==> src/rtl/hazard_pkg.sv <==
// Shared constants and types for the decode-stage hazard scheduler and its scoreboard.
package hazard_pkg;

    localparam int unsigned NREG   = 32;
    localparam int unsigned REG_AW = 5;
    localparam int unsigned CNT_W  = 2;
    localparam int unsigned PERF_W = 16;

    typedef logic [REG_AW-1:0] reg_idx_t;
    typedef logic [CNT_W-1:0]  sb_cnt_t;

    localparam sb_cnt_t CNT_MAX = '1;

endpackage

==> src/rtl/hazard_sched_ctrl_sb_entry.sv <==
// One scoreboard counter: pending destination writes for a single architectural register.
module sb_entry
    import hazard_pkg::*;
(
    input  logic    clk,
    input  logic    rst_n,
    input  logic    inc_i,
    input  logic    dec_i,
    output sb_cnt_t cnt_o,
    output logic    err_c
);

    sb_cnt_t cnt_q, cnt_d;

    // Simultaneous inc/dec nets to zero change; overflow and underflow hold the count and flag.
    always_comb begin
        cnt_d = cnt_q;
        err_c = 1'b0;
        if (inc_i && !dec_i) begin
            if (cnt_q == CNT_MAX) err_c = 1'b1;
            else                  cnt_d = cnt_q + CNT_W'(1);
        end else if (dec_i && !inc_i) begin
            if (cnt_q == '0) err_c = 1'b1;
            else             cnt_d = cnt_q - CNT_W'(1);
        end
    end

    always_ff @(posedge clk) begin
        if (!rst_n) cnt_q <= '0;
        else        cnt_q <= cnt_d;
    end

    assign cnt_o = cnt_q;

endmodule

==> src/rtl/hazard_sched_ctrl.sv <==
// Decode-stage issue/stall controller with a per-register write scoreboard.
// HAZARD_FWD_EN: datapath forwards from EX/MEM, so only load-use stalls are raised.
module hazard_sched_ctrl
    import hazard_pkg::*;
(
    input  logic              clk,
    input  logic              rst_n,
    input  logic              id_valid,
    input  reg_idx_t          id_rs,
    input  reg_idx_t          id_rt,
    input  logic              id_uses_rs,
    input  logic              id_uses_rt,
    input  logic              id_reg_write,
    input  logic              id_mem_read,
    input  reg_idx_t          id_rd,
    input  logic              id_flush,
    input  logic              wb_reg_write,
    input  reg_idx_t          wb_rd,
    output logic              stall,
    output logic              pc_write,
    output logic              if_id_write,
    output logic              issue,
    output logic              busy,
    output logic [PERF_W-1:0] stall_cnt,
    output logic              sb_err
);

    sb_cnt_t           cnt [NREG];
    logic [NREG-1:0]   nz_vec;
    logic [NREG-1:0]   err_vec;
    logic              inc_en, dec_en, hazard;
    logic [PERF_W-1:0] stall_cnt_q, stall_cnt_d;
    logic              sb_err_q, sb_err_d;

    assign inc_en = issue && id_reg_write && (id_rd != '0);
    assign dec_en = wb_reg_write && (wb_rd != '0);

    assign cnt[0]     = '0;
    assign nz_vec[0]  = 1'b0;
    assign err_vec[0] = 1'b0;

    for (genvar i = 1; i < NREG; i++) begin : g_sb
        sb_entry u_sb (
            .clk   (clk),
            .rst_n (rst_n),
            .inc_i (inc_en && (id_rd == reg_idx_t'(i))),
            .dec_i (dec_en && (wb_rd == reg_idx_t'(i))),
            .cnt_o (cnt[i]),
            .err_c (err_vec[i])
        );
        assign nz_vec[i] = |cnt[i];
    end

`ifdef HAZARD_FWD_EN
    logic     ex_ld_v_q, ex_ld_v_d;
    reg_idx_t ex_ld_rd_q, ex_ld_rd_d;

    // Only a load issued last cycle cannot be forwarded in time.
    assign hazard = ex_ld_v_q &&
                    ((id_uses_rs && (id_rs != '0) && (id_rs == ex_ld_rd_q)) ||
                     (id_uses_rt && (id_rt != '0) && (id_rt == ex_ld_rd_q)));

    assign ex_ld_v_d  = issue && id_mem_read && id_reg_write && (id_rd != '0);
    assign ex_ld_rd_d = id_rd;

    always_ff @(posedge clk) begin
        if (!rst_n) begin
            ex_ld_v_q  <= 1'b0;
            ex_ld_rd_q <= '0;
        end else begin
            ex_ld_v_q  <= ex_ld_v_d;
            ex_ld_rd_q <= ex_ld_rd_d;
        end
    end
`else
    logic unused_mem_read;
    assign unused_mem_read = id_mem_read;

    // Full interlock on registered counters; no write-through from WB.
    assign hazard = (id_uses_rs && (id_rs != '0) && (cnt[id_rs] != '0)) ||
                    (id_uses_rt && (id_rt != '0) && (cnt[id_rt] != '0));
`endif

    assign stall       = id_valid && !id_flush && hazard;
    assign issue       = id_valid && !id_flush && !stall;
    assign pc_write    = !stall;
    assign if_id_write = !stall;
    assign busy        = |nz_vec;

    always_comb begin
        stall_cnt_d = stall_cnt_q;
        sb_err_d    = sb_err_q | (|err_vec);
        if (stall && (stall_cnt_q != '1)) stall_cnt_d = stall_cnt_q + PERF_W'(1);
    end

    always_ff @(posedge clk) begin
        if (!rst_n) begin
            stall_cnt_q <= '0;
            sb_err_q    <= 1'b0;
        end else begin
            stall_cnt_q <= stall_cnt_d;
            sb_err_q    <= sb_err_d;
        end
    end

    assign stall_cnt = stall_cnt_q;
    assign sb_err    = sb_err_q;

endmodule
==> config.mk <==
export PLATFORM = sky130hd
export DESIGN_NAME = hazard_sched_ctrl
export DESIGN_NICKNAME = d
export VERILOG_FILES = /design/src/rtl/hazard_pkg.sv /design/src/rtl/hazard_sched_ctrl_sb_entry.sv /design/src/rtl/hazard_sched_ctrl.sv
export SDC_FILE = /design/constraint.sdc
export NUM_CORES = 1
export LEC_CHECK = 0
export ABC_AREA = 1
export BUFFER_PORTS_ARGS = -buffer_cell sky130_fd_sc_hd__buf_4
export CAP_MARGIN = 10
export CORE_ASPECT_RATIO = 0.75
export CORE_MARGIN = 2
export CORE_UTILIZATION = 45
export DETAILED_ROUTE_END_ITERATION = 7
export PLACE_DENSITY = 0.76
export SLEW_MARGIN = 20
export SYNTH_ARGS = -nofsm -noshare
export SYNTH_HDL_FRONTEND = slang
export SYNTH_SLANG_ARGS = --single-unit
==> constraint.sdc <==
create_clock -name clk -period 2.2 [get_ports clk]
set_input_delay 0 -clock clk [delete_from_list [all_inputs] [get_ports clk]]
set_output_delay 0 -clock clk [all_outputs]
set_load 0.005 [all_outputs]
After elaboration in Yosys (flattened, before gate mapping)
Index checks and enable logic that the tools add are counted.

Register bits after elaboration: 79. Input port bits: 29. Output and inout bits: 22. Logic and storage cells: 812.

Add/sub/neg operators: 63. $lt $le $gt $ge: 2. Equality and inequality tests: 156. Muxes and demuxes: 254. Bitwise logic cells: 3. Reduce and logical (&&, ||, !) cells: 301.

Operator list (count): 2-to-1 mux 2 bit (128); equality test 5 bit, second input constant (32); logical AND 1 bit (135); 2-to-1 mux 1 bit (124); AND reduction 3 bit (31); equality test 5 x 4 -> 1 bit, second input constant (16); nonzero test 2 bit (33); logical NOT 1 bit (64); adder 2 x 1 -> 2 bit, second input constant (31); equality test 2 bit, second input constant (31); logical NOT 2 bit (31); inequality test 2 x 1 -> 1 bit, second input constant (31); inequality test 2 bit, second input constant (31); OR reduction 62 bit (1); subtractor 2 x 1 -> 2 bit, second input constant (31); equality test 5 x 3 -> 1 bit, second input constant (8); OR reduction 31 bit (1); binary-select mux 2 bit (select 5 bit) (2); equality test 5 x 2 -> 1 bit, second input constant (4); nonzero test 5 bit (4); adder 16 x 1 -> 16 bit, second input constant (1); inequality test 16 bit, second input constant (1); greater-or-equal comparator 6 bit, second input constant (2); NOT 5 -> 6 bit (2); 3 further kinds (4).

Logic depth before layout (Yosys ltp)
Depth after elaboration: 19. Mapped depth: 22. Mapped depth without buffers: 21.

Hierarchy
Synthesis repeated with hierarchy kept, for this count alone.

Cell total of the unflattened synthesis: 1328. Area total of the unflattened synthesis: 7522.2 sq um.

Modules (own cells, without submodules): sb_entry (instances 31, cells each 25, area an instance 157.7 sq um); hazard_sched_ctrl (instances 1, cells each 553, area an instance 2635.0 sq um).

Worst setup path before layout
No wires, ideal clock.

Path kind: register -> register. Start: register g_sb[23].u_sb.cnt_q[0]. End: register sb_err_q (netlist: sb_err). Arrival: 2.012 ns. Required time: 2.072 ns. Path slack: 0.061 ns. Stages on the path, launching flop included: 22. Buffers on the path: 1. Cell sequence: dfxtp_1 > nor2_1 > nand2_1 > nand3_1 > nand3_1 > nand2_1 > nand2_1 > nand2_1 > nand2_1 > nand2_2 > nand3_2 > nor2_4 > buf_4 > nand2_1 > nand3_1 > nand2_1 > nor2_1 > nand2_1 > nor2_1 > nand2_1 > nor2_1 > nor2_1.

Word-level cells in the longest chain between the ends: 18. Elaborated cells between the ends (all ways): 208. Those cells by class: eq/ne: 1; mux: 70; bitwise: 1; reduce/logical: 136.

RTL lines: from (decl) (RTL line hazard_sched_ctrl_sb_entry.sv:13) `sb_cnt_t cnt_q, cnt_d;`; from (signal assigned) (RTL line hazard_sched_ctrl_sb_entry.sv:30) `else cnt_q <= cnt_d;`; binary-select mux 2 bit (select 5 bit), on equally long branches (RTL line hazard_sched_ctrl.sv:80, hazard_sched_ctrl.sv:81); 2-to-1 mux 2 bit, on equally long branches (2 in series) (RTL line hazard_sched_ctrl.sv:80, hazard_sched_ctrl.sv:81); nonzero test 2 bit, on equally long branches (RTL line hazard_sched_ctrl.sv:80, hazard_sched_ctrl.sv:81); logical AND 1 bit, on equally long branches (RTL line hazard_sched_ctrl.sv:80, hazard_sched_ctrl.sv:81); logical OR 1 bit (RTL line hazard_sched_ctrl.sv:80) `assign hazard = (id_uses_rs && (id_rs != '0) && (cnt[id_rs] != '0)) ||`; logical AND 1 bit (RTL line hazard_sched_ctrl.sv:84) `assign stall = id_valid && !id_flush && hazard;`; logical NOT 1 bit (RTL line hazard_sched_ctrl.sv:85) `assign issue = id_valid && !id_flush && !stall;`; logical AND 1 bit (RTL line hazard_sched_ctrl.sv:85); logical AND 1 bit (2 in series) (RTL line hazard_sched_ctrl.sv:35) `assign inc_en = issue && id_reg_write && (id_rd != '0);`; logical AND 1 bit (RTL line hazard_sched_ctrl.sv:46) `.inc_i (inc_en && (id_rd == reg_idx_t'(i))),`; logical NOT 1 bit (RTL line hazard_sched_ctrl_sb_entry.sv:22) `end else if (dec_i && !inc_i) begin`; logical AND 1 bit (RTL line hazard_sched_ctrl_sb_entry.sv:22); 2-to-1 mux 1 bit (RTL line hazard_sched_ctrl_sb_entry.sv:22); 2-to-1 mux 1 bit (RTL line hazard_sched_ctrl_sb_entry.sv:19) `if (inc_i && !dec_i) begin`; OR reduction 31 bit (*) (RTL line hazard_sched_ctrl.sv:92) `sb_err_d = sb_err_q | (|err_vec);`; OR 1 bit (*) (RTL line hazard_sched_ctrl.sv:92); to (signal assigned) (RTL line hazard_sched_ctrl.sv:102) `sb_err_q <= sb_err_d;`; to (decl) (RTL line hazard_sched_ctrl.sv:33) `logic sb_err_q, sb_err_d;`.

Mark *: on every way between the ends. The rest lies on a longest branch, timed or not. The select of a mux whose other input is x is not followed. A chain may end at the register's enable or synchronous reset.

Worst setup path in the final report
Start: register g_sb[5].u_sb.cnt_q[0]. End: register sb_err_q (netlist: sb_err).

Word-level cells in the longest chain between the ends: 18. Elaborated cells between the ends (all ways): 208. Those cells by class: eq/ne: 1; mux: 70; bitwise: 1; reduce/logical: 136.

RTL lines (RTL line): from (decl) (hazard_sched_ctrl_sb_entry.sv:13); from (signal assigned) (hazard_sched_ctrl_sb_entry.sv:30); binary-select mux 2 bit (select 5 bit), on equally long branches (hazard_sched_ctrl.sv:80, hazard_sched_ctrl.sv:81); 2-to-1 mux 2 bit, on equally long branches (2 in series) (hazard_sched_ctrl.sv:80, hazard_sched_ctrl.sv:81); nonzero test 2 bit, on equally long branches (hazard_sched_ctrl.sv:80, hazard_sched_ctrl.sv:81); logical AND 1 bit, on equally long branches (hazard_sched_ctrl.sv:80, hazard_sched_ctrl.sv:81); logical OR 1 bit (hazard_sched_ctrl.sv:80); logical AND 1 bit (hazard_sched_ctrl.sv:84); logical NOT 1 bit (hazard_sched_ctrl.sv:85); logical AND 1 bit (hazard_sched_ctrl.sv:85); logical AND 1 bit (2 in series) (hazard_sched_ctrl.sv:35); logical AND 1 bit (hazard_sched_ctrl.sv:46); logical NOT 1 bit (hazard_sched_ctrl_sb_entry.sv:22); logical AND 1 bit (hazard_sched_ctrl_sb_entry.sv:22); 2-to-1 mux 1 bit (hazard_sched_ctrl_sb_entry.sv:22); 2-to-1 mux 1 bit (hazard_sched_ctrl_sb_entry.sv:19); OR reduction 31 bit (*) (hazard_sched_ctrl.sv:92); OR 1 bit (*) (hazard_sched_ctrl.sv:92).

Marked as above.

==> reports/metrics.cfg <==
[status]
status=finished with violations
violations=negative setup slack

[final_layout]
multiInputGateArea_mm2=0.004098
layoutNonFillerInstCount=1483
fin_util_pct=67.65
antenna_cells=0
fin_nets=1337
seqCellArea_mm2=0.001597
finalInstanceArea_mm2=0.008715
fillerInstances=1144
syn_to_final_growth_pct=47.78
drive_above_1_share_pct=29.65

[logic_synthesis]
synth_top_flop_cell=dfxtp_1
yosysUniqueCellTypes=34
synth_cells=1073
synth-seq-area-share_pct=26.82
avgSynthCellArea_um2=5.496
async_flop_share_pct=0
yosysWarnings=0
ys_seq_elements=79
netlist_area_mm2=0.005897
synth_nets=1103
synth_edf_count=0

[drt]
ant_nets=0
drtIter0Drc=954
dr_total_vias=8194
avgViaCountPerCell=5.525
dr.pass1.iters=5
drt_wl_total_mm=23.63
routedWlPerCell_um=15.93
drc=0

[floorplanning]
fp-row-count=36
die_y_um=103.1
core_area_mm2=0.01288
start_util_pct=45.78
die_x_um=136.2
io_pins=51
die_area_mm2=0.01404

[worst_setup_path]
crit_chain=nor2_4 > or2_2 > nand3_1 > nand2_1 > nand2_1 > nand3_1 > nand2_1 > nand2_2 > nand3_4 > nor2_4 > buf_4 > buf_6 > buf_4 > nand4_1 > nand2_1 > nor2_1 > nand2_1 > nor2_1 > nand2_1 > nor2_1 > nor2_1
slowest_stage=dfxtp_2
worstPathRequired_ps=2440
path_buf_inv=3
cp.arrival_ps=2800
crit_family=simple AND/OR/NAND/NOR gates
start_kind=flip-flop
critPathMaxStageDelay_ps=360
cp_common_cell=nand2_1
critPathMaxFanout=6
cp-end-kind=flip-flop
critPathKind=flip-flop to flip-flop

[clocking]
clock-sinks=79
path_clk_slew_ps=70
cts_htree_levels=3
cts_tree=built
cts_buffers=9
clockRootBuffer=clkbuf_16
clock_latency_ps=350
holdBufCountCts=0
clockBufferDepth=2

[timing]
finalCritPeriodShare_pct=116.3
worst_pin_slew_ps=679.3
max_freq_mhz=390.8
hold_violations=0
fin_skew_ps=7.512
drv_slew=0
max_slew_margin_pct=54.36
holdWs_ps=126.0
period_needed_ps=2559
fin_ws_ps=-359.0
setup-violations-final=67
rsz0062_at_grt=yes

[power]
peakVddDrop_uv=368.4
total_power_mw=3.405
p_leak_nw=4.107
p_per_area_mw_per_mm2=390.7

[global_route]
grt_usage_pct=32.64
grt_pass1_wl_mm=35.22
grt_pass1_vias=7049
grt_max_degree=42
antenna_found_initial=0
overflow=0

[place]
port-buffer-count=49
gp_congestion=1.014
placed_cells=1451
placedInstanceArea_mm2=0.007745
dp.final_hpwl_mm=17.23

[worst_hold_path]
min_path_type=input pin to flip-flop

[flow_run]
drv_cap=0

==> synth_stat cells (6+ instances only) <==
library cell | number | area share, %
o21ai_1 | 19 | 1.6
inv_1 | 135 | 8.6
a21oi_1 | 79 | 6.7
buf_2 | 6 | 0.51
nand3_1 | 76 | 6.5
dfxtp_1 | 79 | 27
nand2_1 | 288 | 18
nand4_1 | 37 | 3.9
clkbuf_1 | 13 | 0.83
o21ai_0 | 82 | 7.0
nor2_1 | 196 | 12
nor3_1 | 24 | 2.0
==> sequential cells by signal, indices dropped and copies added, names as in the netlist <==
name	count
g_sb.u_sb.cnt_o	62
sb_err	1
stall_cnt	16
==> worst reg2reg max path, delay by kind of cell, from the launching register on <==
kind	cells	cell delay, ps
and+or+nand+nor	18	1720
buffers and inverters	3	390
DFF	1	360
==> cell type report <==
class                   count  area share, %
clock buffers              10          2.742
clock inverters             6         0.4882
inverters                 140          6.030
multi-input cells         830          47.02
flip-flops and latches     79          18.32
well taps                 171          2.455
repair buffers            247          22.94
==> timing repair <==
| item | CTS | global route |
|---|---|---|
| cloned | 3 | 1 |
| setup buffers | 6 | 6 |
| setup endpoints to repair | 69 | 79 |
| gates resized for setup | 82 | 103 |
| pin swaps | 6 | 15 |
==> metal layers <==
metal,global-route usage (%),vias to the layer above,part of all wire (%)
li1,-,3964,-
met1,45.33,3758,43
met2,49.01,421,43
met3,9.587,51,12
met4,9.535,0,1.8
met5,0,-,0
==> kinds of logic (layout without fill, tap and decap cells) <==
group / Yosys count / after routing / share of synthesized area (%)
simple gates: 633 / 633 / 44.77
flops: 79 / 79 / 26.82
buf+inv: 164 / 403 / 10.82
fa+ha+maj: 1 / 1 / 0.2121
compound gates: 195 / 195 / 17.23
xor+xnor: 1 / 1 / 0.1486
==> cell usage in the layout (no fill, tap or decap), types with 3 or more instances in the layout <==
| master | synthesis | routed |
|---|---|---|
| nand2_2 | 2 | 14 |
| buf_12 | 0 | 3 |
| clkbuf_16 | 0 | 9 |
| dfxtp_1 | 79 | 69 |
| a21oi_1 | 79 | 77 |
| dfxtp_2 | 0 | 9 |
| nor2_1 | 196 | 146 |
| o21bai_1 | 3 | 3 |
| buf_6 | 0 | 10 |
| nor2_4 | 1 | 14 |
| o21ai_2 | 0 | 28 |
| inv_1 | 135 | 135 |
| nor2_2 | 0 | 37 |
| nand4_1 | 37 | 37 |
| nor3_2 | 0 | 3 |
| o21ai_0 | 82 | 45 |
| nand3_1 | 76 | 75 |
| inv_2 | 4 | 4 |
| nand2_4 | 0 | 6 |
| nand2_1 | 288 | 270 |
| buf_4 | 4 | 231 |
| o21ai_1 | 19 | 28 |
| nor3_1 | 24 | 21 |
==> through the flow <==
step                      TNS (ps)  setup slack, ps
after floorplan                  0            60.83
after global placement       -9055           -314.0
after detailed placement    -13390           -331.9
after CTS                    -6378           -251.9
after global routing        -21680           -555.6
final                        -9701           -359.0
==> path summary, 6_finish.rpt <==
check        cells after the start                endpoint                   start  slack [ps]
min reg2reg                      1  g_sb[14].u_sb.cnt_o[0]  g_sb[14].u_sb.cnt_o[0]         450
max reg2reg                     21                  sb_err   g_sb[5].u_sb.cnt_o[0]        -360
max                             21                  sb_err   g_sb[5].u_sb.cnt_o[0]        -360
min                              3            stall_cnt[5]                   rst_n         130
==> power breakdown <==
part           internal, mW  switching [mW]  total [mW]  leakage (nW)
combinational         0.183           0.285       0.467          3.33
clock                 0.801           0.696        1.50         0.135
sequential             1.43         0.00601        1.44         0.642
No activity file was read; power rests on OpenSTA's default activity.
